## config.mk

```make
export PLATFORM = sky130hd
export DESIGN_NAME = alu_issue_stage
export DESIGN_NICKNAME = d
export VERILOG_FILES = /design/src/rtl/alu_pkg.sv /design/src/rtl/alu_op_decode.sv /design/src/rtl/alu_issue_stage.sv
export SDC_FILE = /design/constraint.sdc
export NUM_CORES = 1
export LEC_CHECK = 0
export ABC_AREA = 1
export CORE_AREA = 2 2 156 158
export DETAILED_ROUTE_END_ITERATION = 8
export DIE_AREA = 0 0 158 160
export GPL_ROUTABILITY_DRIVEN = 0
export MAX_ROUTING_LAYER = met4
export PLACE_DENSITY = 0.72
export SYNTH_ARGS = -nofsm -noshare
export SYNTH_HDL_FRONTEND = slang
export SYNTH_SLANG_ARGS = --single-unit
```

## constraint.sdc

```tcl
create_clock -name clk -period 1.25 [get_ports clk]
set_clock_uncertainty 0.1 [all_clocks]
set_input_delay 0.125 -clock clk [delete_from_list [all_inputs] [get_ports clk]]
set_output_delay 0.125 -clock clk [all_outputs]
set_load 0.05 [all_outputs]
```

## src/rtl/alu_pkg.sv

```systemverilog
// Shared definitions for the ALU issue stage: ALU opcodes, main-control
// aluop encodings, branch funct3 codes, the decoded-op record and the
// branch-resolve helper.
package alu_pkg;

    localparam int ALU_OP_W = 4;

    // ALU opcodes understood by the 64-bit ALU
    localparam logic [ALU_OP_W-1:0] ALU_AND = 4'b0000;
    localparam logic [ALU_OP_W-1:0] ALU_OR  = 4'b0001;
    localparam logic [ALU_OP_W-1:0] ALU_ADD = 4'b0010;
    localparam logic [ALU_OP_W-1:0] ALU_SUB = 4'b0110;
    localparam logic [ALU_OP_W-1:0] ALU_NOR = 4'b1100;

    // Main-control aluop field
    typedef enum logic [1:0] {
        ALUOP_MEM    = 2'b00,
        ALUOP_BRANCH = 2'b01,
        ALUOP_RTYPE  = 2'b10,
        ALUOP_RSVD   = 2'b11
    } aluop_e;

    // Branch funct3 codes
    localparam logic [2:0] F3_BEQ  = 3'b000;
    localparam logic [2:0] F3_BNE  = 3'b001;
    localparam logic [2:0] F3_BLTU = 3'b110;
    localparam logic [2:0] F3_BGEU = 3'b111;

    // R-type funct3 codes that map onto the ALU
    localparam logic [2:0] F3_ADDSUB = 3'b000;
    localparam logic [2:0] F3_ORNOR  = 3'b110;
    localparam logic [2:0] F3_AND    = 3'b111;

    // Result of decoding one instruction for the ALU
    typedef struct packed {
        logic [ALU_OP_W-1:0] op;
        logic                is_branch;
        logic                illegal;
        logic [2:0]          funct3;
    } dec_op_t;

    // Branch condition from the ALU flags of a SUB (a - b).
    // zero means a == b, geq means unsigned a >= b.
    function automatic logic branch_taken(input logic [2:0] f3,
                                          input logic       zero,
                                          input logic       geq);
        logic taken;
        taken = 1'b0;
        case (f3)
            F3_BEQ:  taken = zero;
            F3_BNE:  taken = !zero;
            F3_BGEU: taken = geq;
            F3_BLTU: taken = !geq;
            default: taken = 1'b0;
        endcase
        return taken;
    endfunction

endpackage

```

## src/rtl/alu_op_decode.sv

```systemverilog
// Combinational decoder: main-control aluop plus funct3/funct7[5] into the
// 4-bit ALU opcode, with branch and illegal tags. Illegal ops always issue
// opcode 0000 so the ALU sees a harmless AND.
module alu_op_decode
    import alu_pkg::*;
(
    input  logic [1:0] aluop,
    input  logic [2:0] funct3,
    input  logic       funct7_5,
    output dec_op_t    dec
);

    // Opcode and tag selection; defaults describe a legal AND with no tags
    always_comb begin
        dec           = '0;
        dec.funct3    = funct3;
        case (aluop)
            ALUOP_MEM: begin
                dec.op = ALU_ADD;
            end
            ALUOP_BRANCH: begin
                dec.is_branch = 1'b1;
                case (funct3)
                    F3_BEQ, F3_BNE, F3_BLTU, F3_BGEU: dec.op = ALU_SUB;
                    default:                          dec.illegal = 1'b1;
                endcase
            end
            ALUOP_RTYPE: begin
                case (funct3)
                    F3_ADDSUB: dec.op = funct7_5 ? ALU_SUB : ALU_ADD;
                    F3_AND:    dec.op = ALU_AND;
                    F3_ORNOR:  dec.op = funct7_5 ? ALU_NOR : ALU_OR;
                    default:   dec.illegal = 1'b1;
                endcase
            end
            default: begin
                dec.illegal = 1'b1;
            end
        endcase
        if (dec.illegal) begin
            dec.op = ALU_AND;
        end
    end

endmodule

```

## src/rtl/alu_issue_stage.sv

```systemverilog
// Two-stage issue/resolve stage in front of the 64-bit ALU.
// Stage 1 decodes and registers operands/opcode that drive the ALU inputs;
// stage 2 captures the ALU result and resolves branches from ZERO/GEQ.
// Optional build macro ALU_ISSUE_STATS_EN adds branch statistics counters
// (stat_branches, stat_taken) counted on stage-2 handshakes of legal branches.
module alu_issue_stage
    import alu_pkg::*;
#(
    parameter int DATA_W = 64,
    parameter int OP_W   = 4
) (
    input  logic              clk,
    input  logic              reset_n,
    input  logic              in_valid,
    output logic              in_ready,
    input  logic [1:0]        in_aluop,
    input  logic [2:0]        in_funct3,
    input  logic              in_funct7_5,
    input  logic [DATA_W-1:0] in_a,
    input  logic [DATA_W-1:0] in_b,
    input  logic              flush,
    output logic [DATA_W-1:0] alu_a,
    output logic [DATA_W-1:0] alu_b,
    output logic [OP_W-1:0]   alu_op,
    input  logic [DATA_W-1:0] alu_result,
    input  logic              alu_zero,
    input  logic              alu_geq,
    output logic              out_valid,
    input  logic              out_ready,
    output logic [DATA_W-1:0] out_result,
    output logic              out_is_branch,
    output logic              out_taken,
    output logic              out_illegal
`ifdef ALU_ISSUE_STATS_EN
    ,
    output logic [31:0]       stat_branches,
    output logic [31:0]       stat_taken
`endif
);

    // Stage 1 state: operands and opcode double as the ALU input registers
    logic              s1_valid_reg;
    logic [DATA_W-1:0] s1_a_reg;
    logic [DATA_W-1:0] s1_b_reg;
    logic [OP_W-1:0]   s1_op_reg;
    logic              s1_branch_reg;
    logic              s1_illegal_reg;
    logic [2:0]        s1_funct3_reg;

    // Stage 2 state: captured result and resolved tags
    logic              s2_valid_reg;
    logic [DATA_W-1:0] s2_result_reg;
    logic              s2_branch_reg;
    logic              s2_taken_reg;
    logic              s2_illegal_reg;

    logic              s2_adv;
    logic              s1_adv;
    logic              accept;
    logic              taken_next;
    dec_op_t           dec;

    alu_op_decode u_decode (
        .aluop    (in_aluop),
        .funct3   (in_funct3),
        .funct7_5 (in_funct7_5),
        .dec      (dec)
    );

    // Handshake: each stage moves when its successor has room.
    // in_ready ignores in_valid and flush; flush only suppresses the accept.
    assign s2_adv   = !s2_valid_reg || out_ready;
    assign s1_adv   = !s1_valid_reg || s2_adv;
    assign in_ready = s1_adv;
    assign accept   = in_valid && s1_adv && !flush;

    // Branch outcome uses the stage-1 funct3 against the live ALU flags;
    // illegal ops and non-branches never report taken.
    assign taken_next = s1_branch_reg && !s1_illegal_reg &&
                        branch_taken(s1_funct3_reg, alu_zero, alu_geq);

    // Stage 1 register: load on advance, hold while stalled so the ALU
    // inputs stay stable; flush empties the stage.
    always_ff @(posedge clk or negedge reset_n) begin
        if (!reset_n) begin
            s1_valid_reg   <= 1'b0;
            s1_a_reg       <= '0;
            s1_b_reg       <= '0;
            s1_op_reg      <= '0;
            s1_branch_reg  <= 1'b0;
            s1_illegal_reg <= 1'b0;
            s1_funct3_reg  <= '0;
        end else if (flush) begin
            s1_valid_reg <= 1'b0;
        end else if (s1_adv) begin
            s1_valid_reg <= accept;
            if (accept) begin
                s1_a_reg       <= in_a;
                s1_b_reg       <= in_b;
                s1_op_reg      <= dec.op;
                s1_branch_reg  <= dec.is_branch;
                s1_illegal_reg <= dec.illegal;
                s1_funct3_reg  <= dec.funct3;
            end
        end
    end

    // Stage 2 register: capture ALU result and resolved tags on advance
    always_ff @(posedge clk or negedge reset_n) begin
        if (!reset_n) begin
            s2_valid_reg   <= 1'b0;
            s2_result_reg  <= '0;
            s2_branch_reg  <= 1'b0;
            s2_taken_reg   <= 1'b0;
            s2_illegal_reg <= 1'b0;
        end else if (flush) begin
            s2_valid_reg <= 1'b0;
        end else if (s2_adv) begin
            s2_valid_reg   <= s1_valid_reg;
            s2_result_reg  <= alu_result;
            s2_branch_reg  <= s1_branch_reg;
            s2_taken_reg   <= taken_next;
            s2_illegal_reg <= s1_illegal_reg;
        end
    end

    assign alu_a         = s1_a_reg;
    assign alu_b         = s1_b_reg;
    assign alu_op        = s1_op_reg;
    assign out_valid     = s2_valid_reg;
    assign out_result    = s2_result_reg;
    assign out_is_branch = s2_branch_reg;
    assign out_taken     = s2_taken_reg;
    assign out_illegal   = s2_illegal_reg;

`ifdef ALU_ISSUE_STATS_EN
    logic [31:0] stat_branches_reg;
    logic [31:0] stat_taken_reg;
    logic        stat_hit;

    // A legal branch leaving stage 2 counts once; flush does not clear
    assign stat_hit = s2_valid_reg && out_ready && s2_branch_reg && !s2_illegal_reg;

    // Free-running wrap-around branch counters
    always_ff @(posedge clk or negedge reset_n) begin
        if (!reset_n) begin
            stat_branches_reg <= '0;
            stat_taken_reg    <= '0;
        end else if (stat_hit) begin
            stat_branches_reg <= stat_branches_reg + 32'd1;
            if (s2_taken_reg) begin
                stat_taken_reg <= stat_taken_reg + 32'd1;
            end
        end
    end

    assign stat_branches = stat_branches_reg;
    assign stat_taken    = stat_taken_reg;
`endif

endmodule
```

# After elaboration in Yosys (flattened, before gate mapping)
# Cells that the tools add are included.
# totals
register_bits	206
inputBits	205
elab_cells	57
# classes
eq_ne	8
mux	15
n_bitwise	1
reduce_logical	21
# op_table
op	count
equality test 3 bit (second input constant)	4
case mux 4 bit (3 select lines)	1
2-to-1 mux 4 bit	2
case mux 4 bit (2 select lines)	1
2-to-1 mux 1 bit	7
equality test 3 x 1 -> 1 bit (second input constant)	2
logical NOT 1 bit	6
logical NOT 3 bit	2
2-to-1 mux 3 bit	2
logical AND 1 bit	4
case mux 1 bit (4 select lines)	1
nonzero test 2 bit	2
OR reduction 4 bit	1
case mux 1 bit (3 select lines)	1
AND reduction 3 bit	1
OR reduction 3 bit	1
equality test 2 x 1 -> 1 bit (second input constant)	1
equality test 2 bit (second input constant)	1
logical NOT 2 bit	1
logical OR 1 bit	2
AND reduction 2 bit	1
NOT 1 bit	1

# Depth between registers and ports, before layout
# Gate-level depths: netlist of the first run.
# depth
word_depth	7
ltp_mapped	8
mapped_depth_nobuf	7

# Cells and area by module
# A second synthesis of the first run with hierarchy kept.
# unflattened
hier_cells	918
area_unflattened_um2	8361.8
# by_module_without_submodules
module	instances	cells_each	area_each_um2
alu_issue_stage	1	886	8210.4
alu_op_decode	1	32	151.4

# Least setup slack after synthesis of the first run
# OpenSTA, ideal clock, no wires.
# synth_path
path_kind	register to register
from	register s2_valid_reg, in the netlist out_valid
to	register s1_a_reg[0], in the netlist alu_a[0]
t_arrival_ps	1710
required_ps	1032
slack_ps	-678
path_stages_with_launch	8
path_buffers	2
path_cell_list	dfrtp_1 -> nand3_2 -> nand2_2 -> inv_2 -> buf_6 -> buf_6 -> nand2_1 -> nand2_1
# synth_via
elab_chain_cells	6
# synth_rtl
item	line_no	source
start, declared	alu_issue_stage.sv:51	logic s2_valid_reg;
start signal, assigned	alu_issue_stage.sv:119	s2_valid_reg <= s1_valid_reg;
logical NOT 1 bit *	alu_issue_stage.sv:72	assign s2_adv = !s2_valid_reg || out_ready;
logical OR 1 bit *	alu_issue_stage.sv:72	
logical OR 1 bit *	alu_issue_stage.sv:73	assign s1_adv = !s1_valid_reg || s2_adv;
named net in_ready	alu_issue_stage.sv:15	output logic in_ready,
logical AND 1 bit (2 in a row)	alu_issue_stage.sv:75	assign accept = in_valid && s1_adv && !flush;
AND reduction 3 bit (no line) *	-	
end signal, assigned	alu_issue_stage.sv:98	s1_a_reg <= in_a;
end, declared	alu_issue_stage.sv:43	logic [DATA_W-1:0] s1_a_reg;
# Mark *: on every way through the listed nets, which the timed path passes. The rest lies on a longest branch.
# A chain may end at the register's enable or synchronous reset.

# Worst setup path in the final report of the first run
# layout_path
from	register s1_valid_reg
to	output port in_ready
# layout_via
elab_chain_cells	2
# layout_rtl
item	line_no	source
start, declared	alu_issue_stage.sv:42	logic s1_valid_reg;
start signal, assigned	alu_issue_stage.sv:96	s1_valid_reg <= accept;
logical NOT 1 bit	alu_issue_stage.sv:73	
logical OR 1 bit	alu_issue_stage.sv:73	
end, declared	alu_issue_stage.sv:15	
# No other way between the ends.

==> results of run 1 <==
[routing by layer]
layer | wire, um | GRT usage
met1 | 11700 | 0.268
met2 | 15700 | 0.390
met5 | 0 | -
met3 | 2740 | 0.0727
met4 | 910 | 0.0753
[how the worst max path moves through the flow]
stage,from,endpoint,slack (ps),cells past startpoint
global placement,in_valid,alu_a[34]$_DFFE_PN0P_,-380,8
global route,s1_valid_reg$_DFFE_PN0P_,alu_b[16]$_DFFE_PN0P_,-320,7
floorplan,out_valid$_DFFE_PN0P_,alu_a[0]$_DFFE_PN0P_,-310,7
CTS,out_valid$_DFFE_PN0P_,in_ready,-300,3
finish,s1_valid_reg$_DFFE_PN0P_,in_ready,-270,3
detailed placement,in_valid,alu_a[34]$_DFFE_PN0P_,-370,8
[worst max-delay path: cells and delay by family (launching register included)]
kind	cells	cell delay, ps
flops	1	400
buf+inv	2	270
simple gates	1	100
[cells in the mapped netlist]
cell / n / area share
buf_2: 21 / 0.013
nor2_1: 5 / 0.0024
buf_6: 9 / 0.013
dfrtp_1: 206 / 0.65
nand3_2: 1 / 0.0013
o21ai_0: 6 / 0.0038
nand2_2: 2 / 0.0016
clkbuf_1: 11 / 0.0052
nand3_1: 7 / 0.0044
nor2_2: 1 / 0.00079
a21oi_1: 3 / 0.0019
nor3_1: 2 / 0.0013
inv_2: 3 / 0.0014
nand4_1: 1 / 0.00079
buf_4: 2 / 0.0019
or2_2: 1 / 0.00079
inv_1: 13 / 0.0061
nand2_1: 615 / 0.29
[final cells by class]
class	count	share of cell area
timing repair inverter	1	0.000973
timing repair buffer	525	0.449
tap	324	0.0242
antenna	2	0.000299
sequential	206	0.309
multi-input combinational	645	0.164
clock inverter	11	0.00689
inverter	16	0.00471
clock buffer	33	0.0416
[repair_timing]
| action | CTS | global route |
|---|---|---|
| hold endpoints to repair | 206 | 14 |
| resized for setup | 30 | 97 |
| endpoints found under the setup margin | 397 | 405 |
| pin swaps | 1 | 23 |
| cloned | 10 | 8 |
| setup buffers | 32 | 37 |
[stage by stage]
step,power (mW),utilization,instances
finish,24.7,0.702,1763
global route,25.6,0.702,1763
CTS,24.4,0.672,1718
detailed placement,16.8,0.612,1631
global placement,16.7,0.612,1631
floorplan,11.7,-,909
[kinds of logic after synthesis]
kind of cell    after synthesis
simple gates                635
flops                       206
compound gates                9
buf+inv                      59
[power groups by stage]
stage | Clock, mW | Sequential (mW) | Combinational [mW]
5_1_grt | 7.64 | 8.51 | 9.46
4_1_cts | 7.35 | 8.40 | 8.70
6_report | 7.17 | 8.43 | 9.06
3_5_place_dp | 0 | 8.51 | 8.32
2_1_floorplan | 0 | 10.8 | 0.954
3_3_place_gp | 0 | 8.47 | 8.24
==> reports/metrics.cfg, run 1 <==
[routing]
drtIter0Drc=428
routed_wl_um=31100
first_pass_iters=7
routed-via-count=7977
drtAntennaViolNets=0
remaining_drc_errors=0
post_drt_wl_per_cell_um=17.6
avgViaCountPerCell=4.52

[worst_hold_path]
min_path_type=input pin to async pin

[global_routing]
grt_pass1_vias=8157
antenna_found_initial=2
grt-ovfl-total=0
grt_max_degree=59
grt_pass1_wl_um=44400
grt.total_usage=0.234

[timing]
finalMaxSlewViolations=0
finalCriticalPeriod_ps=1520
grt_setup_unrepaired=true
fin_setup_tns_ps=-41250
worst_pin_slew_ps=477
holdWs_ps=-12.9
fin_ws_ps=-265
slew_headroom=0.681
finalCritPeriodShare=1.21
finalHoldViolations=16
finalSetupViolCount=401
max_freq_ghz=0.660

[clock_network]
cts-root-buf=clkbuf_16
clkTransAtPathRegs_ps=60
numClockSinks=206
ctsHoldBuffers=1
htreeDepth=1
clk_latency_ps=510
numCtsBuffers=24
cts.path.max_buffers=3
cts_tree=done

[critical_path]
start_kind=register
critPathKind=register to primary output
r2r_start=s1_valid_reg$_DFFE_PN0P_
r2r_cells=7
rrSetupSlack_ps=-260
endpoint_kind=primary output
cp_slowest_cell=dfrtp_1
max_stage_delay_ps=400
cp.arrival_ps=1290
crit_fanout=2
cp_cell_sequence=nand3_4 > buf_6 > buf_12
r2r_end=alu_a[61]$_DFFE_PN0P_
cp.required_ps=1020

[synthesis]
ys_seq_area_frac=0.650
synth_compound_area_frac=0.00568
yosys_warnings=0
synth_xor_area_frac=0
synth_mux_area_frac=0
synth_top_family_by_area=simple AND/OR/NAND/NOR gates
syn_area_um2=7940
syn_nets=1114
synth_cell_types=18
yosys.area_share.simple=0.304
ys_seq_elements=206
syn_inst=909
synth_fa_ha_area_frac=0
avgSynthCellArea_um2=8.73

[layout]
nNetsFinal=1624
final_cell_mix=559 x nand2_1, 213 x buf_12, 203 x clkdlybuf4s50_1
final_area_um2=16700
final_common_cell=nand2_1
seqCellArea_um2=5170
drive_gt1_frac=0.305
fillers=1659
multi_input_area_um2=2730
syn_to_final_growth_pct=111

[floorplanning]
core_um2=23800
num_rows=57
die_h_um=160
dieArea_um2=25300
ios=406
initial_core_util=0.333
die_w_um=158

[pwr]
p_int_mw=16.3
power.leakage_nw=8.38
switching_share=0.338
p_sw_mw=8.33
power_per_cell_area_nw_per_um2=1470
combinationalPowerShare=0.367
max-vdd-ir-drop_mv=1.29
seq_power_share=0.342
power_frac_clock=0.291

[place]
placed_area_um2=14600
dp_hpwl_um=19800
portBuffers=405
place_ws_ps=-373

[outcome]
violations=negative hold slack, negative setup slack
status=complete, but fails checks

[job]
cap_violations=0

No activity file was read; power rests on OpenSTA's default activity.
==> run 2, diff against run 1 <==
ABC_AREA = 0   (was 1)
CORE_AREA = 2 2 158 160   (was 2 2 156 158)
DIE_AREA = 0 0 160 162   (was 0 0 158 160)
PLACE_DENSITY = 0.73   (was 0.72)
REMOVE_ABC_BUFFERS = 1   (was not set)
==> reports/metrics.cfg, run 2 <==
[timing]
slew_headroom=0.759
finalCriticalPeriod_ps=1790
fin_ws_ps=-537
finalSetupViolCount=404
worst_pin_slew_ps=359
holdWs_ps=-0.187
max_freq_ghz=0.560
finalMaxSlewViolations=0
finalCritPeriodShare=1.43
finalHoldViolations=2
grt_setup_unrepaired=true

[pwr]
max-vdd-ir-drop_mv=1.10
total_power_mw=26.4
power_per_cell_area_nw_per_um2=1510
power.leakage_nw=8.05

[place]
placed_area_um2=14900
dp_hpwl_um=19100
portBuffers=405
placed_cells=1215

[job]
cap_violations=0

[critical_path]
endpoint_kind=register
cp.arrival_ps=2070
cp_slowest_cell=dfrtp_1
cp.depth=6
crit_fanout=6
cpLargestDelayFamily=buffers and inverters
critPathKind=register to register
cp_cell_sequence=buf_6 > nor2b_4 > nor2_4 > buf_6 > clkbuf_16 > mux2_2
max_stage_delay_ps=400
critical_path_buf_inv_count=3
r2r_cells=6
cpMostUsedCell=buf_6
cp.required_ps=1530
start_kind=register

[worst_hold_path]
min_path_type=input pin to async pin

[clock_network]
cts_tree=done
numClockSinks=206
htreeDepth=1
clk_latency_ps=490
clkTransAtPathRegs_ps=60
numCtsBuffers=23
cts.path.max_buffers=3
cts-root-buf=clkbuf_16

[synthesis]
syn_inst=466
async_reset_ff_frac=1.00
synth_edf_count=0
ys_seq_elements=206
yosys_warnings=0
synth_top_area_share=0.620
synth.area.top_cells=dfrtp_1 62%, mux2_4 18%, mux2_2 13%
syn_area_um2=8310
avgSynthCellArea_um2=17.8
ys_seq_area_frac=0.620
synth_cell_types=27
synth.largest_area_cell=dfrtp_1
yosysMostFrequentCell=dfrtp_1
synth_top_cells_by_count=206 x dfrtp_1, 99 x mux2_2, 99 x mux2_4, 11 x buf_12, 8 x nor2_1
synth-main-ff-cell=dfrtp_1

[layout]
finalNonFillerCells=1387
multi_input_area_um2=3190
final_cell_mix=222 x buf_12, 203 x clkdlybuf4s50_1, 200 x dfrtp_1
final_common_cell=buf_12
syn_to_final_growth_pct=110
drive_gt1_frac=0.590
nNetsFinal=1252
final_area_um2=17400
seqCellArea_um2=5160
fillers=1412

[global_routing]
grt.total_usage=0.218
grt-ovfl-total=0
grt_pass1_vias=6925
antenna_found_initial=1
grt_max_degree=42
grt_pass1_wl_um=42000

[routing]
post_drt_wl_per_cell_um=22.3
remaining_drc_errors=0
drtIter0Drc=194
routed_wl_um=30900
drtAntennaViolNets=0
avgViaCountPerCell=4.60
routed-via-count=6379
first_pass_iters=4

[floorplanning]
core_um2=24100
dieArea_um2=25900
initial_core_util=0.345
die_h_um=162
num_rows=57
ios=406
die_w_um=160

[outcome]
violations=negative hold slack, negative setup slack
status=complete, but fails checks

[run 2: cell types whose count changed in the layout (fill, tap and decap cells not counted), moves of 9 or more]
cell,before,now
buf_12,213,222
buf_4,78,122
inv_1,13,1
mux2_2,0,21
mux2_4,0,177
nand2_1,559,2
nand2_2,38,0
nand2_4,20,0
[run 2: through the flow]
step,utilization,setup TNS [ps],worst slack (ps)
after floorplan,-,-595250,-3090
after global placement,0.619,-118110,-694
after detailed placement,0.619,-120180,-710
after CTS,0.690,-99060,-479
after global routing,0.724,-116370,-555
final,0.724,-103260,-537
[run 2: layer usage]
layer  share of wire  vias up  GRT usage
li1                -     2805          -
met1            0.36     3212      0.242
met2            0.52      307      0.375
met3           0.088       55     0.0720
met4           0.035        0     0.0622
met5               0        -          -
[run 2: cells by family (layout without fill, tap and decap cells)]
group / count (synthesis) / count (layout) / synth area share
other cells: 0 / 1 / 0
fa+ha+maj: 1 / 1 / 0.00120
flops: 206 / 206 / 0.620
mux: 198 / 198 / 0.313
xor+xnor: 2 / 2 / 0.00211
compound gates: 15 / 15 / 0.0125
simple gates: 19 / 19 / 0.0125
buf+inv: 25 / 621 / 0.0387
[run 2: timing repair]
item / in CTS / in global routing
hold buffers: 3 / 0
hold endpoints to repair: 206 / 0
buffers inserted: 57 / 59
endpoints found under the setup margin: 405 / 405
resized for setup: 81 / 65
pin swaps: 8 / 3
cloned: 8 / 6
[run 2: path summary, 6_finish.rpt]
kind | startpoint | to | slack (ps)
max in group asynchronous | reset_n | alu_b[34]$_DFFE_PN0P_ | 260
max reg2reg | out_valid$_DFFE_PN0P_ | out_result[61]$_DFFE_PN0P_ | -540
min | reset_n | alu_b[61]$_DFFE_PN0P_ | -0.2
min reg2reg | s1_valid_reg$_DFFE_PN0P_ | out_valid$_DFFE_PN0P_ | 410
min in group clk | in_a[63] | alu_a[63]$_DFFE_PN0P_ | 130
max | out_valid$_DFFE_PN0P_ | out_result[61]$_DFFE_PN0P_ | -540
[run 2: area by class of cell]
cell class / count / share of cell area
repair buffers: 579 / 0.456
multi-input cells: 235 / 0.183
diodes: 1 / 0.000143
clock buffers: 31 / 0.0376
well taps: 324 / 0.0232
clock inverters: 9 / 0.00423
flip-flops and latches: 206 / 0.296
inverters: 2 / 0.000430
[run 2: report_power, final]
| part | switching, mW | internal (mW) |
|---|---|---|
| combinational | 4.91 | 6.13 |
| sequential | 1.12 | 7.61 |
| clock | 2.73 | 3.87 |
[run 2: worst register-to-register path: cells and delay by family (launching register included)]
family	cells	cell delay, ps
AND/OR/NAND/NOR	2	340
buffers and inverters	3	500
multiplexers	1	350
flip-flops	1	400
==> run 3, diff against run 2 <==
ABC_AREA = 1   (was 0)
CORE_AREA = 3 3 157 159   (was 2 2 158 160)
PLACE_DENSITY = 0.72   (was 0.73)
==> reports/metrics.cfg, run 3 (synthesis results as in run 1) <==
[outcome]
status=complete, but fails checks
violations=negative setup slack

[routing]
post_drt_wl_per_cell_um=23.0
drtIter0Drc=615
first_pass_iters=5
avgViaCountPerCell=4.91
routed-via-count=8953
routed_wl_um=41900
remaining_drc_errors=0
drtAntennaViolNets=0

[floorplanning]
die_w_um=160
num_rows=56
die_h_um=162
ios=406
initial_core_util=0.339
dieArea_um2=25900
core_um2=23400

[critical_path]
cp.required_ps=1530
rrSetupSlack_ps=-310
critPathKind=register to register
cp.arrival_ps=1840
endpoint_kind=register
crit_fanout=9
start_kind=register

[clock_network]
clk_latency_ps=510
numCtsBuffers=24
cts.path.max_buffers=3
cts_tree=done
htreeDepth=1
numClockSinks=206
clkTransAtPathRegs_ps=60
cts-root-buf=clkbuf_16

[timing]
slew_headroom=0.665
finalHoldViolations=0
grt_setup_unrepaired=true
finalMaxSlewViolations=0
finalSetupViolCount=405
fin_setup_tns_ps=-52570
finalCriticalPeriod_ps=1560
finalCritPeriodShare=1.25
holdWs_ps=21.1
fin_ws_ps=-310
worst_pin_slew_ps=502
max_freq_ghz=0.641

[global_routing]
grt_pass1_vias=8748
grt_pass1_wl_um=50200
grt_max_degree=42
grt.total_usage=0.256
antenna_found_initial=3
grt-ovfl-total=0

[worst_hold_path]
min_path_type=input pin to async pin

[pwr]
max-vdd-ir-drop_mv=1.39
total_power_mw=26.1
power.leakage_nw=9.24
power_per_cell_area_nw_per_um2=1410

[layout]
drive_gt1_frac=0.444
final_cell_mix=408 x nand2_1, 230 x buf_12, 203 x clkdlybuf4s50_1
syn_to_final_growth_pct=133
fin_util=0.790
final_common_cell=nand2_1
nNetsFinal=1691

[place]
dp_hpwl_um=22000
portBuffers=405

[job]
cap_violations=0

run 3: cell count changes in the layout (fill, tap and decap cells not counted), sizes merged, moves of 4 or more:
cell and change:
clkbuf +21, clkinv -4, inv +15, mux2 -198, nand2 +616, nand3 +8
run 3: repair_timing:
action | 4_1_cts | 5_1_grt
endpoints found under the hold margin | 206 | 0
gates resized for setup | 53 | 343
cloned | 15 | 25
hold buffers | 1 | 0
endpoints found under the setup margin | 388 | 405
pin swaps | 2 | 48
buffers inserted | 40 | 76
run 3: path summary, 6_finish.rpt:
kind / start / to / depth (start not counted)
max: out_valid$_DFFE_PN0P_ / out_result[16]$_DFFE_PN0P_ / 7
min: reset_n / out_result[22]$_DFFE_PN0P_ / 2
max reg2reg: out_valid$_DFFE_PN0P_ / out_result[16]$_DFFE_PN0P_ / 7
min reg2reg: s1_branch_reg$_DFFE_PN0P_ / s1_branch_reg$_DFFE_PN0P_ / 2
max in group asynchronous: reset_n / alu_b[12]$_DFFE_PN0P_ / 3
min in group clk: in_b[12] / alu_b[12]$_DFFE_PN0P_ / 3
run 3: layout make-up:
class | count | area, um2
timing repair inverter | 3 | 52.6
fill | 1172 | 4910
clock inverter | 4 | 70.1
clock buffer | 38 | 754
inverter | 16 | 98.8
timing repair buffer | 590 | 8540
multi-input combinational | 645 | 3390
antenna | 3 | 7.51
sequential | 206 | 5180
tap | 319 | 399
run 3: through the flow:
step	worst slack (ps)	instances	area, um2
final	-310	1824	18500
after global routing	-350	1824	18500
after CTS	-249	1725	16400
after detailed placement	-399	1627	14600
after global placement	-370	1627	14600
after floorplan	-2830	866	7670
run 3: routing by layer:
layer / global-route usage / routed length [um] / up-vias
met3: 0.0944 / 4080 / 81
met2: 0.461 / 22400 / 484
li1: - / - / 3893
met1: 0.268 / 13900 / 4495
met4: 0.0623 / 1450 / 0
met5: - / 0 / -
run 3: worst max-delay path, cell delays in order, from the launching register on:
cell	delay [ps]
dfrtp_1	400
buf_4	150
nand2_4	90
nand2_8	100
buf_12	150
bufbuf_16	270
nand2_1	80
nand2_1	90
run 3: where the power goes:
group	leakage, nW	switching [mW]	internal (mW)	total (mW)
Sequential	2.52	1.02	7.49	8.51
Combinational	6.31	5.16	5.09	10.2
Clock	0.408	2.86	4.52	7.38
Total	9.24	9.04	17.1	26.1
